**config.mk**
```make
export PLATFORM = sky130hd
export DESIGN_NAME = adc_channel_averager
export DESIGN_NICKNAME = d
export VERILOG_FILES = /design/src/rtl/adc_channel_averager.sv
export SDC_FILE = /design/constraint.sdc
export NUM_CORES = 1
export LEC_CHECK = 0
export CAP_MARGIN = 20
export CORE_AREA = 3 3 140 142
export CTS_BUF_LIST = sky130_fd_sc_hd__clkbuf_4 sky130_fd_sc_hd__clkbuf_8
export CTS_CLUSTER_DIAMETER = 200
export DETAILED_ROUTE_END_ITERATION = 6
export DIE_AREA = 0 0 143 145
export HOLD_SLACK_MARGIN = 0.12
export PLACE_DENSITY = 0.75
export RECOVER_POWER = 25
export SKIP_LAST_GASP = 1
export SLEW_MARGIN = 40
export SYNTH_ARGS = -nofsm -noshare
export SYNTH_HDL_FRONTEND = slang
export SYNTH_SLANG_ARGS = --single-unit
export TNS_END_PERCENT = 10
```
**constraint.sdc**
```tcl
create_clock -name clk_clk -period 6.2 [get_ports clk_clk]
set_input_delay 0.62 -clock clk_clk [delete_from_list [all_inputs] [get_ports clk_clk]]
set_output_delay 0.62 -clock clk_clk [all_outputs]
set_load 0.01 [all_outputs]
```
**src/rtl/adc_channel_averager.sv**
```systemverilog
// rtl/adc_channel_averager.sv - per-channel boxcar decimator for the ADC response stream
module adc_channel_averager #(
    parameter int NUM_CH   = 9,
    parameter int LOG2_AVG = 4,
    parameter int DATA_W   = 12
) (
    input  logic              clk_clk,
    input  logic              reset_reset,
    input  logic              clear,
    input  logic              adc_valid,
    input  logic              adc_startofpacket,
    input  logic              adc_endofpacket,
    input  logic [4:0]        adc_channel,
    input  logic [DATA_W-1:0] adc_data,
    output logic              avg_valid,
    input  logic              avg_ready,
    output logic [4:0]        avg_channel,
    output logic [DATA_W-1:0] avg_data,
    output logic              overrun,
    output logic [7:0]        drop_count
);

    // Accumulator is wide enough for a full block of max-scale samples.
    localparam int ACC_W = DATA_W + LOG2_AVG;
    // A one-bit counter is kept for pass-through so the arrays stay legal.
    localparam int CNT_W = (LOG2_AVG == 0) ? 1 : LOG2_AVG;
    localparam logic [CNT_W-1:0] CNT_LAST = CNT_W'((1 << LOG2_AVG) - 1);

    logic [ACC_W-1:0]  acc [NUM_CH];
    logic [CNT_W-1:0]  cnt [NUM_CH];

    logic              ch_ok;
    logic              accept;
    logic              reject;
    logic              block_done;
    logic [ACC_W-1:0]  sel_acc;
    logic [CNT_W-1:0]  sel_cnt;
    logic [ACC_W-1:0]  sum;
    logic [DATA_W-1:0] result;

    // Classify the incoming sample and pick out its channel's running state.
    always_comb begin
        ch_ok   = ({1'b0, adc_channel} < 6'(NUM_CH));
        accept  = adc_valid & adc_startofpacket & adc_endofpacket & ch_ok;
        reject  = adc_valid & ~accept;
        sel_acc = '0;
        sel_cnt = '0;
        for (int c = 0; c < NUM_CH; c++) begin
            if (adc_channel == 5'(c)) begin
                sel_acc = acc[c];
                sel_cnt = cnt[c];
            end
        end
        sum        = sel_acc + ACC_W'(adc_data);
        block_done = accept & (sel_cnt == CNT_LAST);
        result     = DATA_W'(sum >> LOG2_AVG);
    end

    // Per-channel accumulators: add until the block is full, then restart from zero.
    always_ff @(posedge clk_clk or posedge reset_reset) begin
        if (reset_reset) begin
            for (int c = 0; c < NUM_CH; c++) begin
                acc[c] <= '0;
                cnt[c] <= '0;
            end
        end else if (clear) begin
            for (int c = 0; c < NUM_CH; c++) begin
                acc[c] <= '0;
                cnt[c] <= '0;
            end
        end else if (accept) begin
            for (int c = 0; c < NUM_CH; c++) begin
                if (adc_channel == 5'(c)) begin
                    if (block_done) begin
                        acc[c] <= '0;
                        cnt[c] <= '0;
                    end else begin
                        acc[c] <= sum;
                        cnt[c] <= sel_cnt + CNT_W'(1);
                    end
                end
            end
        end
    end

    // Single-entry output register; a result arriving while stalled is dropped and flagged.
    always_ff @(posedge clk_clk or posedge reset_reset) begin
        if (reset_reset) begin
            avg_valid   <= 1'b0;
            avg_channel <= '0;
            avg_data    <= '0;
            overrun     <= 1'b0;
        end else if (clear) begin
            avg_valid <= 1'b0;
            overrun   <= 1'b0;
        end else if (block_done) begin
            if (!avg_valid || avg_ready) begin
                avg_valid   <= 1'b1;
                avg_channel <= adc_channel;
                avg_data    <= result;
            end else begin
                overrun <= 1'b1;
            end
        end else if (avg_valid && avg_ready) begin
            avg_valid <= 1'b0;
        end
    end

    // Saturating count of malformed or out-of-range samples.
    always_ff @(posedge clk_clk or posedge reset_reset) begin
        if (reset_reset) begin
            drop_count <= '0;
        end else if (clear) begin
            drop_count <= '0;
        end else if (reject && drop_count != 8'hFF) begin
            drop_count <= drop_count + 8'd1;
        end
    end

endmodule

```
==> results of run 1 <==
power breakdown:
part           switching (W)  internal [W]
Clock               0.000566      0.000704
Combinational       0.000202     0.0000919
Sequential         0.0000230       0.00139
tightest hold or removal path, cell delays in order, from the launching register on:
cell,delay (ps)
dfrtp_1,340
nand2_1,50
o31ai_1,50
flip-flops by register name (all words and copies together) (netlist names):
| name | flops |
|---|---|
| avg_valid | 1 |
| cnt | 36 |
| avg_data | 12 |
| acc | 144 |
| drop_count | 8 |
| avg_channel | 5 |
| overrun | 1 |
cell families (layout without fill, tap and decap cells):
kind of cell | after synthesis | in the layout
AND/OR/NAND/NOR | 450 | 450
flip-flops | 207 | 207
AO/OA/AOI/OAI | 314 | 314
adder cells (fa/ha/maj) | 17 | 17
multiplexers | 43 | 43
buffers and inverters | 95 | 171
XOR/XNOR | 17 | 17
cell usage after synthesis, drive strengths merged (9+ instances only):
library cell and instances:
inv 19, a221o 10, o21ai 121, mux2i 25
o31ai 10, buf 28, dfrtp 207, nand2 286
nand3b 25, nand2b 13, nor3 9, a21oi 100
ha 16, o41ai 9, nor2 66, xor2 13
a31oi 9, mux2 13, clkbuf 48, a222oi 13
nand3 12
routing by layer:
layer | global-route usage [%] | vias up | part of all wire (%)
li1 | - | 4106 | -
met1 | 44.7 | 4384 | 39
met2 | 47.2 | 590 | 44
met3 | 8.60 | 164 | 11
met4 | 16.3 | 6 | 5.6
met5 | 0 | - | 0.12
through the flow:
step	instances	power (W)
finish	1453	0.00298
global route	1453	0.00308
CTS	1453	0.00298
detailed placement	1392	0.00173
global placement	1391	0.00172
floorplan	1143	0.00161
worst max-delay path by stage:
stage,from,endpoint,slack [ps]
2_1_floorplan,adc_channel[1],acc[107]$_DFFE_PP0P_,1900
3_3_place_gp,adc_channel[4],acc[47]$_DFFE_PP0P_,900
3_5_place_dp,adc_channel[4],acc[47]$_DFFE_PP0P_,820
4_1_cts,adc_channel[4],acc[47]$_DFFE_PP0P_,1340
5_1_grt,adc_channel[4],acc[141]$_DFFE_PP0P_,1010
6_report,adc_channel[4],acc[47]$_DFFE_PP0P_,1230
final cells by class:
cell class / instances / area (um^2) / share of cell area, %
Clock buffer: 56 / 689 / 5.79
Clock inverter: 5 / 30.0 / 0.252
Inverter: 19 / 72.6 / 0.609
Multi-Input combinational cell: 841 / 4830 / 40.6
Sequential cell: 207 / 5180 / 43.5
Tap cell: 234 / 293 / 2.46
Timing Repair Buffer: 91 / 810 / 6.80
==> results.md, run 1 <==
* Final wirelength at between 30000 and 40000 um
* Tmin final at just under 5000 ps
* Dominant synthesized flop cell: dfrtp_1
* Sinks on Clock Net at between 200 and 250
* Total CTS buffers at 36
* Final Core Density at ~64%
* # DRC at 0
* Vias in the first global route at about 9000
* Starting DRT DRC Count at 1133
* Total number of vias at 9250
* Fillers at 1549
* Slew Viols, Final at 39
* R2R Path End: acc[47]$_DFFE_PP0P_
* Critical Path RT at ~6600 ps
* Core area at between 15000 and 20000 um^2
* Most frequent cells in the layout: nand2_1, dfrtp_1, o21ai_0
* Synth area leader: dfrtp_1
* FMAX at about 0.20 GHz
* RSZ-0062 raised after global routing: false
* Netlist cell types at between 60 and 70
* Post-synthesis mux area share at under 10%
* Final instance area at approximately 12000 um^2
* Area Growth Syn to Fin at 14.2%
* Crit path top cell by count: a21oi_1
* Final setup violation count at 0
* Starting Density at between 50 and 60%
* Post-synthesis adder-cell area fraction at under 10%
* Worst R2R Path Depth at 13
* Hold_buf cts at 0
* R2R Setup Slk at 2170 ps
* Worst Hold Class: reg2reg
* Grt ovf at 0
* Worst hold stages at 2
* Share of cells above drive strength 1 at roughly an eighth
* Reg2reg start: acc[116]$_DFFE_PP0P_
* Die area at 20700 um^2
* GRT Util Overall at between 30% and 40%
* Post-Synth XOR/XNOR Area at between 1 and 1.5%
* Dpl cell area at 11200 um^2
* CP Class: in2reg
* Syn nets at 1184
* Synthesized instance count at between 1000 and 1500
* Post-route ant nets at 0
* Post-synth ARST share at 100%
* Gpl congestion at 0.980
* CP top delay family: compound AO/OA/AOI/OAI gates
* Hold Fails Final Rpt at 0
* # rows at 50
* Worst endpoint data arrival time at between 5000 and 6000 ps
* WP buf/inv at 2
* Syn_area_per_cell at between 9 and 10 um^2
* IO Pins at 51
* Register area share after synthesis at between 40% and 50%
* Hpwl dp at 22000 um
* Final Skew at about 28 ps
* Startpoint types: input pin
* Leak at between 5 and 6 nW
* Vias/cell at roughly 6.4
* Main combinational cell family by area after synthesis: simple AND/OR/NAND/NOR gates
* Crit path cell chain: clkdlybuf4s50_1 > or2_0 > nor2_1 > buf_4 > a222oi_1 > a21oi_1 > a21oi_1 > a21oi_1 > ha_1 > o21ai_0 > a31oi_1 > nor3_1 > nor2_1 > o2111ai_1 > xnor2_2 > o21ai_0
* Hold_ws at approximately 480 ps
* Synth Area in Simple Gates at roughly a fifth
* Maxcap violations at 1
* Dpl ws at 822 ps
* ANT cells at 0
* Max_slew headroom at -40.1%
* Post-CTS setup buffers at 0
* Final nets at ~1200
* Number of flops mapped to enable cells by yosys at 0
* Tcrit/Tclk final at between 80% and 90%
* Power Density at between 200 and 250 nW/um^2
* WL/cell at about 23 um
* Synth Register Bits at roughly 210
* Clk slew on worst S/H paths at approximately 60 ps
* Die H at 145 um
* Worst vdd ir at approximately 0.19 mV
* Crit path max fanout at 15
* Port-buffer cells at 50
* Worst slew pin tran at about 2100 ps
* Synth top area share at between 40% and 50%
* First-pass GRT wire length at 52000 um
* CP Depth at 16
* Largest net degree at the start of global routing at 78
* Synth warnings at 0
* Hold path startpoint: acc[120]$_DFFE_PP0P_
* Clk_lat worst skew at roughly 550 ps
* Die Wd at around 140 um
* Failing checks: capacitance limit, slew limit
* H-tree levels at 2
* Clock buffer depth at 3
* Post-synthesis compound-gate area fraction at between 10% and 20%
* TritonCTS clock tree: done
* PostCTS Resize Cnt at 0
* Synthesized cell area at between 10000 and 15000 um^2
* Status: finished with violations
* Hold Path End: acc[120]$_DFFE_PP0P_
* Antenna violations before repair at 3
* Iteration count of the initial detailed-routing pass at 7
* Area contributors post-synth: dfrtp_1, nand2_1, o21ai_0
* Fin worst setup slack at approximately 1200 ps
* Root Buffer: clkbuf_8
* Slowest-stage cell, CP: clkdlybuf4s50_1
* Setup TNS at 0 ps
* Max stage delay on crit path at about 740 ps
* CP Capture Type: flip-flop
* Commonest non-fill, non-tap cell in the layout: nand2_1
(Power assumes the default switching activity.)
==> run 2: changes to the inputs <==
==> constraint.sdc (replaced) <==
create_clock -name clk_clk -period 4.4 [get_ports clk_clk]
set_input_delay 0.44 -clock clk_clk [delete_from_list [all_inputs] [get_ports clk_clk]]
set_output_delay 0.44 -clock clk_clk [all_outputs]
set_load 0.01 [all_outputs]
==> run 2 against run 1 <==
Net effect:
- the run ends with DRC, capacitance limit, slew limit left
- critical endpoint is now acc[15]$_DFFE_PP0P_
- final cell count up 4.0%
- clock power up 37%
- highest routed layer is now met4
- utilization up 2.5 points
- critical path depth unchanged
- clock skew down 2.4 ps
- flip-flop and latch count unchanged
==> results.md, run 2 (synthesis gave the netlist of run 1 again) <==
* Starting Density at 56.1%
* Vias in the first global route at 9171
* Cells after DPL at ~1500
* Worst endpoint data arrival time at ~4400 ps
* Status: finished with violations
* Post-CTS setup buffers at 0
* GRT Util Overall at ~32%
* Largest net degree at the start of global routing at between 100 and 150
* Maxcap violations at 2
* Worst slew pin tran at 3340 ps
* WL/cell at ~22 um
* Share of cells above drive strength 1 at 16.0%
* Final Skew at between 20 and 30 ps
* Total number of vias at about 9400
* Area Growth Syn to Fin at 18.6%
* Crit path top cell by count: buf_4
* Max reg flops at between 100 and 150
* Power Density at 338 nW/um^2
* Crit path cell chain: clkdlybuf4s50_1 > buf_4 > buf_4 > mux4_2 > a222oi_1 > nand3_1 > o21a_1 > buf_4 > ha_1 > nand3_1 > a31oi_1 > nor3_1 > nor2_1 > o2111ai_1 > xnor2_2 > o21ai_0
* Critical Path RT at about 4800 ps
* Met2 usage at 48.4%
* Worst Hold Class: in2reg
* Max stage delay on crit path at ~500 ps
* Most flop-heavy register: acc
* Post-route ant nets at 0
* Fillers at 1538
* Antenna violations before repair at 0
* Largest regs: acc x144, cnt x36, avg_data x12
* Vias/cell at 6.23
* Core area at roughly 19000 um^2
* Die H at around 150 um
* First-pass GRT wire length at roughly 52000 um
* Port-buffer cells at 50
* Final nets at roughly 1300
* M3 GR Usage at slightly below 8%
* Met1 Use GR at between 40% and 50%
* Die Wd at 143 um
* Startpoint types: input pin
* Most frequent cells in the layout: nand2_1, dfrtp_1, o21ai_0
* Sinks on Clock Net at 207
* Commonest non-fill, non-tap cell in the layout: nand2_1
* Slowest-stage cell, CP: xnor2_2
* Non-filler instance count after layout at 1511
* FMAX at ~0.25 GHz
* Final wirelength at 33100 um
* Iteration count of the initial detailed-routing pass at 7
* IO Pins at between 50 and 60
* Slew Viols, Final at approximately 210
* Overall Power at around 0.0042 W
* Gpl congestion at between 0.9 and 1
* CP Class: in2reg
* Max_slew headroom at -122%
* Hold Fails Final Rpt at 0
* Final setup violation count at 0
* Dpl cell area at 11700 um^2
* Hold_buf cts at 0
* Most Crowded Layer GR: met2
* CP top delay family: compound AO/OA/AOI/OAI gates
* Die area at slightly above 20000 um^2
* Final instance area at 12400 um^2
* Tcrit/Tclk final at between 90% and 100%
* WP buf/inv at 4
* Setup TNS at 0 ps
* Root Buffer: clkbuf_8
* Worst vdd ir at around 0.31 mV
* # rows at 50
* Clock buffer depth at 3
* Crit path max fanout at 11
* CP Capture Type: flip-flop
* ANT cells at 0
* Clk slew on worst S/H paths at approximately 60 ps
* Tmin final at approximately 4000 ps
* # DRC at 5
* TritonCTS clock tree: done
* RSZ-0062 raised after global routing: false
* Total CTS buffers at 35
* H-tree levels at 2
* Hpwl dp at ~23000 um
* Leak at around 5.4 nW
* Clk_lat worst skew at approximately 530 ps
* Starting DRT DRC Count at about 1100
* Failing checks: DRC, capacitance limit, slew limit
* Grt ovf at 0
## run 2: stage by stage
| step | setup WS [ps] | hold WS, ps | util [%] |
|---|---|---|---|
| finish | 385 | 473 | 66.6 |
| global route | 63.4 | 493 | 66.6 |
| CTS | 201 | 440 | 66.6 |
| detailed placement | -317 | 469 | 62.8 |
| global placement | -200 | 457 | 62.8 |
| floorplan | 279 | 443 | - |
## run 2: worst register-to-register path, delay by kind of cell, from the launching register on
| kind | cells | cell delay (ps) |
|---|---|---|
| adders and majority gates | 1 | 270 |
| and+or+nand+nor | 4 | 700 |
| xor gates and xnor gates | 1 | 510 |
| AOI/OAI and AO/OA | 5 | 1080 |
| buffers and inverters | 1 | 130 |
| DFF | 1 | 390 |
| muxes | 1 | 500 |
## run 2: area by class of cell
| class | instances | area, um^2 | share of cell area (%) |
|---|---|---|---|
| Clock buffer | 55 | 682 | 5.51 |
| Clock inverter | 3 | 15.0 | 0.121 |
| Inverter | 19 | 72.6 | 0.587 |
| Multi-Input combinational cell | 841 | 4850 | 39.2 |
| Sequential cell | 207 | 5180 | 41.9 |
| Tap cell | 234 | 293 | 2.37 |
| Timing Repair Buffer | 152 | 1280 | 10.3 |
## run 2: what timing repair did
| item | 4_1_cts | 5_1_grt |
|---|---|---|
| endpoints found under the setup margin | 0 | 28 |
| gates resized for setup | 0 | 3 |
| hold endpoints to repair | 0 | 0 |
## run 2: routing by layer
metal / share of wire [%] / wire, um / vias up
li1: - / - / 4212
met1: 41 / 13500 / 4556
met2: 45 / 15000 / 533
met3: 9.8 / 3260 / 120
met4: 4.2 / 1380 / 0
met5: 0 / 0 / -
## run 2: worst paths after layout
check	cells past startpoint	slack, ps	end	from
min in group asynchronous	3	1080	cnt[10]$_DFFE_PP0P_	reset_reset
max in group asynchronous	3	740	acc[5]$_DFFE_PP0P_	reset_reset
setup reg to reg	13	680	acc[15]$_DFFE_PP0P_	acc[81]$_DFFE_PP0P_
hold reg to reg	2	480	acc[44]$_DFFE_PP0P_	acc[44]$_DFFE_PP0P_
hold / removal	2	470	drop_count[1]$_DFFE_PP0P_	clear
setup / recovery	16	380	acc[15]$_DFFE_PP0P_	adc_channel[0]
## run 2: where the power goes
group	leakage, nW	switching [W]	internal, W
clock network	0.376	0.000764	0.000977
registers	2.84	0.0000316	0.00196
logic	2.22	0.000289	0.000155
